--- config.mk ---
export PLATFORM = sky130hd
export DESIGN_NAME = vga_sync_decoder
export DESIGN_NICKNAME = d
export VERILOG_FILES = /design/src/rtl/vga_pkg.sv /design/src/rtl/vga_edge_det.sv /design/src/rtl/vga_sync_decoder.sv
export SDC_FILE = /design/constraint.sdc
export NUM_CORES = 1
export LEC_CHECK = 0
export ABC_AREA = 1
export BUFFER_PORTS_ARGS = -buffer_cell sky130_fd_sc_hd__buf_2
export CORE_UTILIZATION = 52
export DETAILED_ROUTE_END_ITERATION = 8
export PLACE_DENSITY = 0.82
export SYNTH_ARGS = -nofsm -noshare
export SYNTH_HDL_FRONTEND = slang
export SYNTH_HIERARCHICAL = 1
export SYNTH_SLANG_ARGS = --single-unit
--- constraint.sdc ---
create_clock -name i_VGA_CLK -period 2.1 [get_ports i_VGA_CLK]
set_input_delay 0.21 -clock i_VGA_CLK [delete_from_list [all_inputs] [get_ports i_VGA_CLK]]
set_output_delay 0.21 -clock i_VGA_CLK [all_outputs]
set_load 0.02 [all_outputs]
--- src/rtl/vga_pkg.sv ---
// Shared types and default 640x480@60 timing for the VGA sync decoder.
package vga_pkg;

  localparam int VGA_H_TOTAL     = 800;
  localparam int VGA_V_TOTAL     = 525;
  localparam int VGA_H_ACTIVE    = 640;
  localparam int VGA_V_ACTIVE    = 480;
  localparam int VGA_LOCK_FRAMES = 2;
  localparam int CNT_W           = 12;

  typedef enum logic [1:0] {
    ST_SEARCH,
    ST_ALIGN,
    ST_LOCKED
  } vga_state_e;

  typedef struct packed {
    logic       blank;
    logic [7:0] r;
    logic [7:0] g;
    logic [7:0] b;
  } vga_pix_t;

  typedef struct packed {
    logic [9:0] x;
    logic [9:0] y;
    logic [7:0] r;
    logic [7:0] g;
    logic [7:0] b;
    logic       pix_valid;
    logic       frame_start;
    logic       locked;
    logic       err;
  } vga_out_t;

  function automatic logic [CNT_W-1:0] sat_inc(input logic [CNT_W-1:0] v);
    return (&v) ? v : v + 1'b1;
  endfunction

endpackage

--- src/rtl/vga_edge_det.sv ---
// Registers one active-low sync input and flags its falling edge.
module vga_edge_det (
  input  logic i_VGA_CLK,
  input  logic i_rst_n,
  input  logic i_sync,
  output logic o_level,
  output logic o_fall
);

  logic sync_q, sync_d;
  logic prev_q, prev_d;

  always_comb begin
    sync_d = i_sync;
    prev_d = sync_q;
  end

  // Reset to 0 so a sync line already low at release cannot fake an edge.
  always_ff @(posedge i_VGA_CLK) begin
    if (!i_rst_n) begin
      sync_q <= 1'b0;
      prev_q <= 1'b0;
    end else begin
      sync_q <= sync_d;
      prev_q <= prev_d;
    end
  end

  assign o_level = sync_q;
  assign o_fall  = prev_q & ~sync_q;

endmodule

--- src/rtl/vga_sync_decoder.sv ---
// Recovers pixel coordinates from VGA sync/blank, validates timing and locks.
module vga_sync_decoder
  import vga_pkg::*;
#(
  parameter int H_TOTAL     = VGA_H_TOTAL,
  parameter int V_TOTAL     = VGA_V_TOTAL,
  parameter int H_ACTIVE    = VGA_H_ACTIVE,
  parameter int V_ACTIVE    = VGA_V_ACTIVE,
  parameter int LOCK_FRAMES = VGA_LOCK_FRAMES
) (
  input  logic       i_VGA_CLK,
  input  logic       i_rst_n,
  input  logic       i_VGA_HS,
  input  logic       i_VGA_VS,
  input  logic       i_BLANK_N,
  input  logic [7:0] i_VGA_R,
  input  logic [7:0] i_VGA_G,
  input  logic [7:0] i_VGA_B,
  output logic [9:0] o_x,
  output logic [9:0] o_y,
  output logic       o_pix_valid,
  output logic [7:0] o_R,
  output logic [7:0] o_G,
  output logic [7:0] o_B,
  output logic       o_frame_start,
  output logic       o_locked,
  output logic       o_err
);

  localparam logic [CNT_W-1:0] H_TOT_C = CNT_W'(H_TOTAL);
  localparam logic [CNT_W-1:0] V_TOT_C = CNT_W'(V_TOTAL);
  localparam logic [CNT_W-1:0] LOCK_C  = CNT_W'(LOCK_FRAMES);
  localparam logic [9:0]       H_ACT_X = 10'(H_ACTIVE);
  localparam logic [9:0]       V_ACT_Y = 10'(V_ACTIVE);

  logic hs_lvl, hs_edge, vs_lvl, vs_edge;

  vga_pix_t   in_d, in_q;
  vga_state_e state_d, state_q;
  vga_out_t   out_d, out_q;
  logic [CNT_W-1:0] h_cnt_d, h_cnt_q, l_cnt_d, l_cnt_q, good_d, good_q;
  logic [CNT_W-1:0] l_close, good_inc;
  logic [9:0] x_cnt_d, x_cnt_q, y_cnt_d, y_cnt_q, y_close;
  logic fs_pend_d, fs_pend_q;
  logic line_act, viol;

  vga_edge_det u_hs (.i_VGA_CLK(i_VGA_CLK), .i_rst_n(i_rst_n), .i_sync(i_VGA_HS),
                     .o_level(hs_lvl), .o_fall(hs_edge));
  vga_edge_det u_vs (.i_VGA_CLK(i_VGA_CLK), .i_rst_n(i_rst_n), .i_sync(i_VGA_VS),
                     .o_level(vs_lvl), .o_fall(vs_edge));

  // x_cnt doubles as the per-line pixel count and y_cnt as the active-line count.
  // On a coincident HS+VS edge the line closes into l_close/y_close before the
  // frame is checked, then both restart for line 0.
  always_comb begin
    in_d     = '{blank: i_BLANK_N, r: i_VGA_R, g: i_VGA_G, b: i_VGA_B};
    line_act = (x_cnt_q != '0);
    l_close  = hs_edge ? sat_inc(l_cnt_q) : l_cnt_q;
    y_close  = (hs_edge && line_act) ? ((&y_cnt_q) ? y_cnt_q : y_cnt_q + 10'd1) : y_cnt_q;
    viol     = (hs_edge && (h_cnt_q != H_TOT_C || (line_act && x_cnt_q != H_ACT_X)))
            || (vs_edge && (l_close != V_TOT_C || y_close != V_ACT_Y))
            || (in_q.blank && (x_cnt_q == H_ACT_X || !hs_lvl || !vs_lvl));
    h_cnt_d  = hs_edge ? CNT_W'(1) : sat_inc(h_cnt_q);
    l_cnt_d  = vs_edge ? '0 : l_close;
    x_cnt_d  = hs_edge ? '0 : (in_q.blank ? ((&x_cnt_q) ? x_cnt_q : x_cnt_q + 10'd1) : x_cnt_q);
    y_cnt_d  = vs_edge ? '0 : y_close;
  end

  always_comb begin
    state_d  = state_q;
    good_d   = good_q;
    good_inc = sat_inc(good_q);
    case (state_q)
      ST_SEARCH: begin
        good_d = '0;
        if (vs_edge) state_d = ST_ALIGN;
      end
      ST_ALIGN: begin
        if (viol) state_d = ST_SEARCH;
        else if (vs_edge) begin
          if (good_inc >= LOCK_C) state_d = ST_LOCKED;
          else good_d = good_inc;
        end
      end
      ST_LOCKED: if (viol) state_d = ST_SEARCH;
      default:   state_d = ST_SEARCH;
    endcase
  end

  always_comb begin
    out_d             = out_q;
    out_d.pix_valid   = 1'b0;
    out_d.frame_start = 1'b0;
    out_d.locked      = (state_q == ST_LOCKED);
    out_d.err         = viol && (state_q != ST_SEARCH);
    if (state_q == ST_LOCKED && in_q.blank && !viol) begin
      out_d.pix_valid   = 1'b1;
      out_d.frame_start = fs_pend_q;
      out_d.x           = x_cnt_q;
      out_d.y           = y_cnt_q;
      out_d.r           = in_q.r;
      out_d.g           = in_q.g;
      out_d.b           = in_q.b;
    end
    fs_pend_d = vs_edge ? 1'b1 : (out_d.pix_valid ? 1'b0 : fs_pend_q);
  end

  always_ff @(posedge i_VGA_CLK) begin
    if (!i_rst_n) begin
      in_q      <= '0;
      state_q   <= ST_SEARCH;
      good_q    <= '0;
      h_cnt_q   <= '0;
      l_cnt_q   <= '0;
      x_cnt_q   <= '0;
      y_cnt_q   <= '0;
      fs_pend_q <= 1'b0;
      out_q     <= '0;
    end else begin
      in_q      <= in_d;
      state_q   <= state_d;
      good_q    <= good_d;
      h_cnt_q   <= h_cnt_d;
      l_cnt_q   <= l_cnt_d;
      x_cnt_q   <= x_cnt_d;
      y_cnt_q   <= y_cnt_d;
      fs_pend_q <= fs_pend_d;
      out_q     <= out_d;
    end
  end

  assign o_x           = out_q.x;
  assign o_y           = out_q.y;
  assign o_R           = out_q.r;
  assign o_G           = out_q.g;
  assign o_B           = out_q.b;
  assign o_pix_valid   = out_q.pix_valid;
  assign o_frame_start = out_q.frame_start;
  assign o_locked      = out_q.locked;
  assign o_err         = out_q.err;

endmodule

Word level (Yosys, flattened, before mapping). Cells that the tools add are included.

Output and inout port bits: 48. Input port bits: 29. Register bits after elaboration: 136. Word-level logic and storage cells: 105.

Equality and inequality tests: 15. $lt $le $gt $ge: 1. Mux-type cells: 20. Add/sub/neg operators: 5. Reduce and logical (&&, ||, !) cells: 33. Bitwise logic cells: 6.

Operators by type and width (number): 2-to-1 mux 12 bit (6); adder 12 x 1 -> 12 bit (second input constant) (3); AND reduction 12 bit (3); inequality test 12 x 10 -> 1 bit (second input constant) (2); one-hot mux 12 bit (2 select lines) (1); adder 10 x 1 -> 10 bit (second input constant) (2); 2-to-1 mux 10 bit (2); AND reduction 10 bit (2); greater-or-equal comparator 12 x 2 -> 1 bit (second input constant) (1); 2-to-1 mux 2 bit (6); equality test 10 bit (second input constant) (1); inequality test 10 bit (second input constant) (1); inequality test 10 x 9 -> 1 bit (second input constant) (1); inequality test 2 bit (second input constant) (5); nonzero test 10 bit (1); logical AND 1 bit (8); AND reduction 4 bit (2); logical OR 1 bit (6); inequality test 3 bit (second input constant) (2); one-hot mux 2 bit (3 select lines) (1); nonzero test 2 bit (3); 2-to-1 mux 1 bit (4); NOT 1 bit (4); AND reduction 2 bit (2); 7 further kinds (11).

Depth between registers and ports, before layout.
Depth in word-level cells: 14. Depth in mapped cells: 21. Depth with buffers taken out: 20.

Modules after synthesis. Netlist, hierarchy kept.

Modules (own cells, without submodules): vga_sync_decoder (seq. area each 2642.5 sq um, instances 1, cells each 802, area an instance 5910.7 sq um); vga_edge_det (seq. area each 40.0 sq um, instances 2, cells each 8, area an instance 62.6 sq um).

Worst setup path after synthesis. OpenSTA, ideal clock, no wires.

Kind: flip-flop to flip-flop. From: register y_cnt_q[0]. To: register out_q (netlist bit o_x[5]). Library setup time: 0.118 ns. Required time: 1.982 ns. Clock period less this slack: 2.295 ns. Slack: -0.195 ns. Path buffers: 1. Arrival: 2.177 ns. Cell stages (with the launch flop): 16. Cells stage by stage: dfxtp_1 ha_1 nand2_1 nor2_2 nand2_2 nand2_1 nand2_1 o21ai_1 nand3_1 nor2_1 nand2_2 a21boi_4 nand3_4 buf_6 o21ai_1 a21oi_2.

Word-level cells in the longest chain between the ends: 10. Elaborated cells between the ends (all ways): 11. Those cells by class: add/sub (1); eq/ne (1); mux (2); reduce/logical (7).

Ends and longest elaborated chain: start, declared (RTL line vga_sync_decoder.sv:43) `logic [9:0] x_cnt_d, x_cnt_q, y_cnt_d, y_cnt_q, y_close;`; start signal, assigned (RTL line vga_sync_decoder.sv:126) `y_cnt_q <= y_cnt_d;`; adder 10 x 1 -> 10 bit / AND reduction 10 bit (equally long branches) (RTL line vga_sync_decoder.sv:59) `y_close = (hs_edge && line_act) ? ((&y_cnt_q) ? y_cnt_q : y_cnt_q + 10'd1) : y_cnt_q;`; 2-to-1 mux 10 bit (RTL line vga_sync_decoder.sv:59); 2-to-1 mux 10 bit * (RTL line vga_sync_decoder.sv:59); inequality test 10 x 9 -> 1 bit * (RTL line vga_sync_decoder.sv:61) `|| (vs_edge && (l_close != V_TOT_C || y_close != V_ACT_Y))`; logical OR 1 bit * (RTL line vga_sync_decoder.sv:61); logical AND 1 bit * (RTL line vga_sync_decoder.sv:61); logical OR 1 bit * (RTL line vga_sync_decoder.sv:61); logical OR 1 bit * (RTL line vga_sync_decoder.sv:62) `|| (in_q.blank && (x_cnt_q == H_ACT_X || !hs_lvl || !vs_lvl));`; zero test 1 bit * (RTL line vga_sync_decoder.sv:96) `if (state_q == ST_LOCKED && in_q.blank && !viol) begin`; logical AND 1 bit * (RTL line vga_sync_decoder.sv:96); end signal, assigned (RTL line vga_sync_decoder.sv:128) `out_q <= out_d;`; end, declared (RTL line vga_sync_decoder.sv:40) `vga_out_t out_d, out_q;`.

Mark *: on every way between the ends. The rest lies on a longest branch, timed or not. A chain may end at the register's enable or synchronous reset.

Final worst setup path.
From: register x_cnt_q[1]. To: register out_q (netlist bit o_G[4]).

Word-level cells in the longest chain between the ends: 10. Elaborated cells between the ends (all ways): 18. Those cells by class: eq/ne (3); mux (1); reduce/logical (14).

Ends and longest elaborated chain: start, declared (RTL line vga_sync_decoder.sv:43); start signal, assigned (RTL line vga_sync_decoder.sv:125) `x_cnt_q <= x_cnt_d;`; nonzero test 10 bit (RTL line vga_sync_decoder.sv:57) `line_act = (x_cnt_q != '0);`; logical AND 1 bit (RTL line vga_sync_decoder.sv:59); 2-to-1 mux 10 bit (RTL line vga_sync_decoder.sv:59); inequality test 10 x 9 -> 1 bit (RTL line vga_sync_decoder.sv:61); logical OR 1 bit (RTL line vga_sync_decoder.sv:61); logical AND 1 bit (RTL line vga_sync_decoder.sv:61); logical OR 1 bit (RTL line vga_sync_decoder.sv:61); logical OR 1 bit * (RTL line vga_sync_decoder.sv:62); zero test 1 bit * (RTL line vga_sync_decoder.sv:96); logical AND 1 bit * (RTL line vga_sync_decoder.sv:96).

Marked as above.

==> summary.md <==
| Metric | Value |
|---|---|
| Syn Nets | `between 800 and 900` |
| I/O pin cnt | `77` |
| Fin cells | `between 1k and 1.5k` |
| Final critical-path share of the clock period | `163%` |
| Arrival time worst endpoint | `3700 ps` |
| Count of endpoints failing hold in the final timing report | `0` |
| Via count of the first global-routing pass | `~6.4k` |
| Fraction of registers with async set or reset after synthesis | `0%` |
| Number of DRC violations after detailed routing | `5` |
| Setup WS post-layout | `-1330 ps` |
| Wirelength per Cell | `22.7 µm` |
| Initial DRC count | `between 1k and 1.5k` |
| Core area | `11100 µm²` |
| Hold/Removal Path Class | `in2reg` |
| Slew of the pin with the lowest slew margin | `~1000 ps` |
| 1st-pass router iterations | `9` |
| Number of register bits inferred by synthesis | `136` |
| Clock buffers created by TritonCTS | `17` |
| Crit Path Max Fanout | `12` |
| Peak Freq | `just under 300 MHz` |
| Routed WL | `27200 µm` |
| H-Tree Depth | `4` |
| Initial antenna violation count | `5` |
| Count of final setup violators | `66` |
| Height of the chip | `between 100 and 150 µm` |
| Fillcell total | `511` |
| First-pass GRT wire length | `roughly 30000 µm` |
| Area enclosed by the die boundary | `between 10000 and 15000 µm²` |
| RSZ-0062 raised after global routing | `yes` |
| Share of post-route cells with drive strength above 1 | `about two fifths` |
| Worst IR Drop VDD | `approximately 0.94 mV` |
| Pin count of the biggest net entering global routing | `just under 80` |
| Element type at the critical path end | `flop` |
| Time the worst path needs with I/O delays and setup | `about 3400 ps` |
| Overall power of the completed layout | `0.00726 W` |
| Synthesis Warnings | `6` |
| Violated checks | `design-rule violations, negative setup slack` |
| Post-layout net count | `1081` |
| Post-layout utilization of the core | `around 80%` |
| Avg Vias per Cell | `approximately 6.3` |
| Worst slack at placement | `-473 ps` |
| Relative slew slack | `a little under a third` |
| Status | `finished with violations` |
| Die Width | `110 µm` |
| Critical Path RT | `approximately 2400 ps` |
| Final RePlAce weighted congestion | `just under 0.9` |
| Main flop type after synthesis | `dfxtp_1` |
| Max_cap viols | `0` |
| Synthesized area | `slightly above 6000 µm²` |
| Clock insertion delay at the later pin of the skew report | `440 ps` |
| Crit start category | `flop` |
| Placed instance area | `between 7000 and 8000 µm²` |
| Cell area power density | `801 nW/µm²` |
| Count of mapped cells out of synthesis | `a little over 800` |
| Remaining antenna violation count | `0` |
| Clock transition time at the flip-flop clock pins of the worst setup and hold paths | `approximately 70 ps` |
| Via total after detailed routing | `roughly 7.5k` |
| EDFF count, synth | `0` |
| Class of the most critical setup path | `reg2reg` |
| Detailed Place HPWL | `about 9500 µm` |
| Distinct cell type count of the synthesized netlist | `41` |
| Fin Clk Skew | `17.1 ps` |
| Number of placement rows | `38` |
| Number of cells after detailed placement | `~1.1k` |
| # clock sinks | `about 140` |
| Layout overhead on the synthesized area | `50.2%` |
| Synth Area per Inst | `approximately 7.4 µm²` |
| Final max-slew violation count | `0` |
| Total overflow reported by the global router | `0` |
| Count of input and output buffers | `between 70 and 80` |
| Root buffer selected by CTS | `clkbuf_16` |
| Buffer levels on the longest clock path | `2` |
| Layout Cell Area excl Fill | `9070 µm²` |
| Part of the Yosys area used for sequential elements | `45.1%` |
| Cell leakage power | `about 4.1 nW` |
| TritonCTS clock tree | `done` |
| Overall routing resource usage | `33.1%` |
| Effective utilization at floorplan | `a little over half` |
==> placed cells by master (no fill, tap or decap), types with 15 or more instances in the layout <==
cell	n
inv_1	143
nand2_1	131
dfxtp_1	120
buf_4	115
buf_2	76
nor2_1	49
a21oi_1	40
nand3_1	36
a21oi_2	29
dlygate4sd3_1	25
o21ai_2	23
nor3_1	22
o21ai_1	20
clkbuf_16	20
nand4_1	18
o21ai_0	18
nand2_2	15
nor2_2	15
dfxtp_2	15
==> cells by family (layout without fill, tap and decap cells) <==
| family | count (synthesis) | count (layout) | share of synthesized area [%] |
|---|---|---|---|
| DFF | 136 | 136 | 45.1 |
| buffers and inverters | 180 | 419 | 12.5 |
| xor gates and xnor gates | 12 | 12 | 1.74 |
| and+or+nand+nor | 335 | 335 | 25.4 |
| adders and majority gates | 7 | 7 | 1.45 |
| other | 0 | 2 | 0 |
| AOI/OAI and AO/OA | 148 | 148 | 13.9 |
==> where the power goes <==
group          internal [W]  total (W)  leakage [nW]  switching (W)
combinational      0.000440    0.00117          2.73       0.000733
clock               0.00200    0.00326         0.294        0.00126
sequential          0.00271    0.00283          1.11       0.000120
==> layer usage <==
layer | global-route usage, % | routed length [µm] | part of all wire (%) | vias to the layer above
met5 | 0 | 152 | 0.56 | -
met4 | 23.1 | 2890 | 11 | 10
met2 | 56.1 | 11700 | 43 | 726
met3 | 11.0 | 3590 | 13 | 346
li1 | - | - | - | 3066
met1 | 34.7 | 8950 | 33 | 3399
==> cells in the mapped netlist, types with 6 or more instances <==
library cell / count / area share, %
o21ai_1: 40 / 3.3
nand2_2: 6 / 0.62
nand2_1: 145 / 9.0
xor2_1: 9 / 1.3
nand3_1: 45 / 3.7
ha_1: 7 / 1.5
o21ai_0: 24 / 2.0
dfxtp_1: 136 / 45
nor2_1: 67 / 4.2
nand4_1: 18 / 1.9
inv_1: 153 / 9.5
a21oi_1: 58 / 4.8
nor3_1: 30 / 2.5
clkbuf_1: 12 / 0.75
a21oi_2: 12 / 1.7
buf_6: 9 / 1.7
==> final cells by class <==
class	instances	area, µm²	area share (%)
diodes	2	5.00	0.0552
inverters	155	587	6.47
repair buffers	233	1820	20.1
clock inverters	13	195	2.15
well taps	140	175	1.93
multi-input cells	502	3110	34.3
clock buffers	18	429	4.73
flip-flops and latches	136	2750	30.3
==> final timing paths <==
path	from	endpoint	slack, ps	cells past startpoint
max	x_cnt_q[1]$_SDFFE_PP0P_	o_G[4]$_SDFFE_PN0P_	-1330	17
min	i_BLANK_N	in_q[24]$_SDFF_PN0_	60	3
max reg2reg	x_cnt_q[1]$_SDFFE_PP0P_	o_G[4]$_SDFFE_PN0P_	-1330	17
min reg2reg	h_cnt_q[4]$_SDFFE_PP0N_	h_cnt_q[4]$_SDFFE_PP0N_	450	1
==> flip-flops by register name (all words and copies together) (netlist names), 10 cells and up <==
signal and count:
l_cnt_q 12, y_cnt_q 10, o_x 10, o_y 10, h_cnt_q 12, in_q 25
x_cnt_q 10, good_q 12
==> worst max-delay path: stages, from the launching register on <==
cell and delay (ps):
dfxtp_2 340, inv_2 60, ha_4 180, nand2_1 90
nor2_2 50, nand2_2 120, nand2_2 140, nand2_1 280
nand2_2 120, nor2_1 140, nand3_1 130, nor2_2 150
nand2_2 90, a21boi_4 200, nand3_4 200, buf_12 230
buf_16 160, a21oi_1 580
==> through the flow <==
| step | TNS [ps] | hold WS (ps) |
|---|---|---|
| floorplan | -3720 | 303 |
| global placement | -20600 | 391 |
| detailed placement | -25050 | 396 |
| CTS | -22700 | 8.37 |
| global route | -56600 | 65.8 |
| finish | -51240 | 55.7 |
==> timing repair <==
action	in CTS	in global routing
endpoints found under the setup margin	67	75
hold endpoints to repair	25	0
pin swaps	23	40
cloned	4	4
setup buffers	15	17
hold buffers	25	0
resized for setup	42	109
Note: power is estimated with default switching activity, not from simulation.
